==> src/rtl/im_uart_loader_pkg.sv <==
// Shared definitions for the UART instruction-memory loader: state encodings and
// the default bit period.
package im_uart_loader_pkg;

  localparam int unsigned DEF_CLKS_PER_BIT = 868;

  typedef enum logic [1:0] {
    S_COUNT,
    S_LOAD,
    S_DONE,
    S_ERR
  } ld_state_e;

  typedef enum logic [1:0] {
    R_IDLE,
    R_START,
    R_DATA,
    R_STOP
  } rx_state_e;

endpackage

==> src/rtl/im_uart_loader_rx.sv <==
// 8N1 UART byte receiver: 2-FF synchroniser, mid-bit sampling, glitch-rejecting start
// detection, one-cycle rx_valid or rx_err pulse decided by the stop bit.
module uart_rx_byte
  import im_uart_loader_pkg::*;
#(
  parameter int unsigned CLKS_PER_BIT = DEF_CLKS_PER_BIT
) (
  input  logic       Clk,
  input  logic       Reset,
  input  logic       Rxd,
  output logic       rx_valid,
  output logic [7:0] rx_data,
  output logic       rx_err
);

  localparam int unsigned CW = (CLKS_PER_BIT > 1) ? $clog2(CLKS_PER_BIT) : 1;
  localparam logic [CW-1:0] BIT_LAST  = CW'(CLKS_PER_BIT - 1);
  localparam logic [CW-1:0] HALF_LAST = CW'(CLKS_PER_BIT / 2 - 1);

  logic          sync1_q, sync2_q, prev_q;
  rx_state_e     state_q, state_d;
  logic [CW-1:0] cnt_q, cnt_d;
  logic [2:0]    bit_q, bit_d;
  logic [7:0]    shift_q, shift_d;
  logic          valid_q, valid_d;
  logic          err_q, err_d;

  always_ff @(posedge Clk or posedge Reset) begin
    if (Reset) begin
      sync1_q <= 1'b1;
      sync2_q <= 1'b1;
      prev_q  <= 1'b1;
      state_q <= R_IDLE;
      cnt_q   <= '0;
      bit_q   <= '0;
      shift_q <= '0;
      valid_q <= 1'b0;
      err_q   <= 1'b0;
    end else begin
      sync1_q <= Rxd;
      sync2_q <= sync1_q;
      prev_q  <= sync2_q;
      state_q <= state_d;
      cnt_q   <= cnt_d;
      bit_q   <= bit_d;
      shift_q <= shift_d;
      valid_q <= valid_d;
      err_q   <= err_d;
    end
  end

  always_comb begin
    state_d = state_q;
    cnt_d   = cnt_q + 1'b1;
    bit_d   = bit_q;
    shift_d = shift_q;
    valid_d = 1'b0;
    err_d   = 1'b0;
    case (state_q)
      R_IDLE: begin
        cnt_d = '0;
        // A falling edge is required, so a line held low after a bad stop never re-arms.
        if (prev_q && !sync2_q) state_d = R_START;
      end
      R_START: begin
        if (cnt_q == HALF_LAST) begin
          cnt_d = '0;
          if (sync2_q) begin
            state_d = R_IDLE;
          end else begin
            state_d = R_DATA;
            bit_d   = '0;
          end
        end
      end
      R_DATA: begin
        if (cnt_q == BIT_LAST) begin
          cnt_d   = '0;
          shift_d = {sync2_q, shift_q[7:1]};
          bit_d   = bit_q + 3'd1;
          if (bit_q == 3'd7) state_d = R_STOP;
        end
      end
      R_STOP: begin
        if (cnt_q == BIT_LAST) begin
          cnt_d   = '0;
          state_d = R_IDLE;
          if (sync2_q) valid_d = 1'b1;
          else         err_d   = 1'b1;
        end
      end
      default: state_d = R_IDLE;
    endcase
  end

  assign rx_valid = valid_q;
  assign rx_data  = shift_q;
  assign rx_err   = err_q;

endmodule

==> src/rtl/im_uart_loader.sv <==
// Boot loader: frames UART bytes (count byte + big-endian words) into IM writes and
// holds the CPU until the whole image has been written.
module im_uart_loader
  import im_uart_loader_pkg::*;
#(
  parameter int unsigned CLKS_PER_BIT = DEF_CLKS_PER_BIT,
  parameter int unsigned ADDR_W       = 8
) (
  input  logic              Clk,
  input  logic              Reset,
  input  logic              Rxd,
  output logic              ImWe,
  output logic [ADDR_W-1:0] ImWAdr,
  output logic [31:0]       ImWData,
  output logic              CpuHold,
  output logic              Done,
  output logic              Err
);

  localparam logic [ADDR_W:0] FULL_CNT = {1'b1, {ADDR_W{1'b0}}};
  localparam logic [ADDR_W:0] ONE_CNT  = (ADDR_W + 1)'(1);

  logic       rx_valid, rx_err;
  logic [7:0] rx_data;

  uart_rx_byte #(.CLKS_PER_BIT(CLKS_PER_BIT)) u_rx (
    .Clk      (Clk),
    .Reset    (Reset),
    .Rxd      (Rxd),
    .rx_valid (rx_valid),
    .rx_data  (rx_data),
    .rx_err   (rx_err)
  );

  ld_state_e         state_q, state_d;
  logic [ADDR_W:0]   n_q, n_d;
  logic [ADDR_W:0]   word_cnt_q, word_cnt_d;
  logic [1:0]        byte_cnt_q, byte_cnt_d;
  logic [31:0]       word_q, word_d;
  logic              we_q, we_d;
  logic [ADDR_W-1:0] wadr_q, wadr_d;
  logic [31:0]       wdata_q, wdata_d;
  logic              done_q, done_d;
  logic              err_q, err_d;

  always_ff @(posedge Clk or posedge Reset) begin
    if (Reset) begin
      state_q    <= S_COUNT;
      n_q        <= '0;
      word_cnt_q <= '0;
      byte_cnt_q <= '0;
      word_q     <= '0;
      we_q       <= 1'b0;
      wadr_q     <= '0;
      wdata_q    <= '0;
      done_q     <= 1'b0;
      err_q      <= 1'b0;
    end else begin
      state_q    <= state_d;
      n_q        <= n_d;
      word_cnt_q <= word_cnt_d;
      byte_cnt_q <= byte_cnt_d;
      word_q     <= word_d;
      we_q       <= we_d;
      wadr_q     <= wadr_d;
      wdata_q    <= wdata_d;
      done_q     <= done_d;
      err_q      <= err_d;
    end
  end

  always_comb begin
    state_d    = state_q;
    n_d        = n_q;
    word_cnt_d = word_cnt_q;
    byte_cnt_d = byte_cnt_q;
    word_d     = word_q;
    we_d       = 1'b0;
    wadr_d     = wadr_q;
    wdata_d    = wdata_q;
    // Done follows S_DONE by a cycle, so it rises the Clk after the final ImWe.
    done_d     = done_q | (state_q == S_DONE);
    err_d      = err_q;
    if (rx_err) begin
      state_d = S_ERR;
      err_d   = 1'b1;
    end else begin
      case (state_q)
        S_COUNT: begin
          if (rx_valid) begin
            n_d        = (rx_data == 8'h00) ? FULL_CNT : (ADDR_W + 1)'(rx_data);
            byte_cnt_d = '0;
            word_cnt_d = '0;
            state_d    = S_LOAD;
          end
        end
        S_LOAD: begin
          if (rx_valid) begin
            word_d     = {word_q[23:0], rx_data};
            byte_cnt_d = byte_cnt_q + 2'd1;
            if (byte_cnt_q == 2'd3) begin
              we_d       = 1'b1;
              wdata_d    = word_d;
              wadr_d     = word_cnt_q[ADDR_W-1:0];
              word_cnt_d = word_cnt_q + ONE_CNT;
              if (word_cnt_d == n_q) state_d = S_DONE;
            end
          end
        end
        default: ;
      endcase
    end
  end

  assign ImWe    = we_q;
  assign ImWAdr  = wadr_q;
  assign ImWData = wdata_q;
  assign Done    = done_q;
  assign Err     = err_q;
  assign CpuHold = ~done_q;

endmodule
==> config.mk <==
export PLATFORM = sky130hd
export DESIGN_NAME = im_uart_loader
export DESIGN_NICKNAME = d
export VERILOG_FILES = /design/src/rtl/im_uart_loader_pkg.sv /design/src/rtl/im_uart_loader_rx.sv /design/src/rtl/im_uart_loader.sv
export SDC_FILE = /design/constraint.sdc
export NUM_CORES = 1
export LEC_CHECK = 0
export CELL_PAD_IN_SITES_DETAIL_PLACEMENT = 0
export CELL_PAD_IN_SITES_GLOBAL_PLACEMENT = 1
export CORE_UTILIZATION = 50
export DETAILED_ROUTE_END_ITERATION = 16
export DONT_BUFFER_PORTS = 1
export GPL_TIMING_DRIVEN = 0
export PLACE_DENSITY_LB_ADDON = 0.05
export SLEW_MARGIN = 20
export SYNTH_ARGS = -nofsm -noshare
export SYNTH_HDL_FRONTEND = slang
export SYNTH_SLANG_ARGS = --single-unit
==> constraint.sdc <==
create_clock -name Clk -period 4.7 [get_ports Clk]
set_clock_uncertainty 0.1 [all_clocks]
set_input_delay 0.47 -clock Clk [delete_from_list [all_inputs] [get_ports Clk]]
set_output_delay 0.47 -clock Clk [all_outputs]
set_load 0.05 [all_outputs]
==> impl_metrics.yaml <==
timing:
  worst_pin_slew_ns: 0.498
  slew_headroom_pct: 66.8
  setup-tns-final_ns: 0
  period_needed_ns: 2.28
  fmax_ghz: 0.439
  hold_viol: 0
  grt_setup_unrepaired: "false"
  maxSlewViolCount: 0
  setup_violations: 0
  post-route-period-util_pct: 48.5
worst_setup_path:
  arrival_ns: 2.57
  crit_buf_inv: 4
  path_common_cell: "buf_2"
  crit_chain: "buf_2 > and4bb_2 > buf_2 > nand2_1 > buf_2 > buf_2 > mux2_2"
  cpPeakStageDelay_ns: 0.37
  reg2regPathDepth: 7
  end_kind: "register"
  crit_type: "register to register"
  crit_cells: 7
  required_ns: 4.99
  crit_path_start_kind: "register"
  cp_top_family: "buffers and inverters"
  crit_slowest_cell: "mux2_2"
  crit_fanout: 10
clocking:
  htree_levels: 4
  cts.sinks: 117
  cts_made_buffers: 17
  cts_max_path_buffers: 2
  clk_latency_ns: 0.51
  cts.repair.resized: 0
  clockRootBuffer: "clkbuf_8"
  cts_tree: "done"
  clk_pin_slew_worst_paths_ns: 0.06
detailed_routing:
  postRouteAntennaNets: 0
  firstDrtPassIters: 4
  vias: 2880
  drt_iter0_drc: 118
  wl_mm: 9.04
  drc_errors: 0
  avgRoutedWirePerCell_um: 16.9
  vias_per_cell: 5.39
place:
  routabilityCongestion: 0.751
  io_buffer_count: 0
  placed_area_um2: 5110
  hpwl_mm: 5.97
grt:
  grt_pass1_wl_mm: 15.3
  antenna_found_initial: 0
  grt_max_degree: 73
  grt-ovfl-total: 0
  grtUsageTotal_pct: 20.0
  grt_pass1_vias: 2915
cells_and_area:
  synthToLayoutAreaGrowth_pct: 15.9
  num_antenna_cells: 0
  fin_area_um2: 5700
  final_nets: 401
  drive_gt1_share_pct: 32.6
  fin_util_pct: 60.8
pwr:
  powerDensity_nw_per_um2: 399
  leakage_nw: 2.78
  power_mw: 2.27
  ir_drop_uv: 249
yosys:
  synth_cell_type_count: 42
  synth_edf_count: 0
  synth_most_common_cell: "dfrtp_1"
  synthesis.instances: 370
  ys_ff_latch: 117
  synth_common_cells: "dfrtp_1 (114), mux2_2 (74), nor2_1 (23)"
  async_flop_share_pct: 100
  synth_area_per_cell_um2: 13.3
  synth_flop_cell: "dfrtp_1"
  synth_top_area_cell: "dfrtp_1"
  synth_top_area_share_pct: 58.0
  syn-num-nets: 379
  synth_area_leaders: "dfrtp_1 (58%), mux2_2 (17%), mux2_4 (2.4%)"
  ys_warn_count: 0
  synth_seq_area_share_pct: 59.6
  syn-cell-area_um2: 4920
floorplan:
  die_w_um: 101
  start_util_pct: 52.5
  io_pins: 47
  fp-row-count: 35
  core_area_um2: 9370
  die_h_um: 101
  die_area_um2: 10200
job:
  cap_violations: 0
worst_hold_path:
  worstHoldPathCells: 0
  holdCritPathClass: "register to register"
status:
  outcome: "completed"
## cells by family after synthesis
kind of cell,after synthesis,share of synthesized area [%]
flops,117,59.6
mux,84,19.8
simple gates,82,8.55
compound gates,36,4.63
buf+inv,25,2.34
xor+xnor,20,3.56
fa+ha+maj,6,1.53
## final cells by class
class,count,area (um^2)
Buffer,17,85.1
Clock buffer,18,418
Clock inverter,14,151
Fill cell,805,3670
Inverter,8,35.0
Multi-Input combinational cell,228,1870
Sequential cell,117,2930
Tap cell,129,161
Timing Repair Buffer,3,47.5
## per-layer routing
metal	GRT usage [%]	part of all wire, %
met5	0	0
met4	8.36	1.5
met3	5.73	3.6
met2	29.9	46
met1	27.7	49
## final timing paths
path / from / to / slack [ns]
max: state_q[0] / ImWData[14] / 2.42
min: u_rx.sync1_q / u_rx.sync2_q / 0.26
max reg2reg: state_q[0] / ImWData[14] / 2.42
min reg2reg: u_rx.sync1_q / u_rx.sync2_q / 0.26
max in group asynchronous: Reset / u_rx.sync1_q / 3.39
min in group asynchronous: Reset / word_cnt_q[5] / 0.38
## per-stage QoR
step	hold slack [ns]	setup slack (ns)	std cells
after floorplan	0.245	1.03	370
after global placement	0.246	-0.200	499
after detailed placement	0.249	2.41	500
after CTS	0.258	2.42	534
after global routing	0.267	2.33	534
final	0.257	2.42	534
## where the power goes
group | switching [mW] | internal, mW
combinational | 0.0265 | 0.00848
sequential | 0.00407 | 1.01
clock | 0.466 | 0.756
total | 0.497 | 1.78
## placed cells by master (no fill, tap or decap), types with 2 or more instances in the layout
cell and instances:
a21oi_1 2, and3_1 8, buf_2 11, bufinv_16 2
clkbuf_1 6, clkbuf_16 16, clkinv_2 2, clkinv_4 2
clkinvlp_4 5, dfrtp_1 114, dfstp_2 3, dlygate4sd3_1 2
ha_1 6, inv_1 7, inv_6 4, mux2_2 74
mux2_4 8, mux2i_1 2, nand2_1 16, nand2b_1 7
nand3_1 10, nand3b_1 2, nor2_1 23, nor3_1 2
nor4_1 6, o211ai_1 2, o21a_1 2, o21ai_0 16
o31ai_1 5, xnor2_1 13, xor2_1 7
## sequential cells by signal, summed over array words and instances (netlist names), named ones only
| register | cells |
|---|---|
| u_rx.sync2_q | 1 |
| n_q | 9 |
| u_rx.cnt_q | 10 |
| u_rx.bit_q | 3 |
| u_rx.rx_data | 8 |
| word_q | 24 |
| Done | 1 |
| state_q | 2 |
| ImWAdr | 8 |
| u_rx.prev_q | 1 |
| word_cnt_q | 9 |
| ImWe | 1 |
| ImWData | 32 |
| Err | 1 |
| byte_cnt_q | 2 |
| u_rx.rx_err | 1 |
| u_rx.rx_valid | 1 |
| u_rx.sync1_q | 1 |
| u_rx.state_q | 1 |
## repair_timing
item                      CTS  global route
hold buffers                2             0
buffers inserted            0             0
hold endpoints to repair   46             0
(Power assumes the default switching activity.)
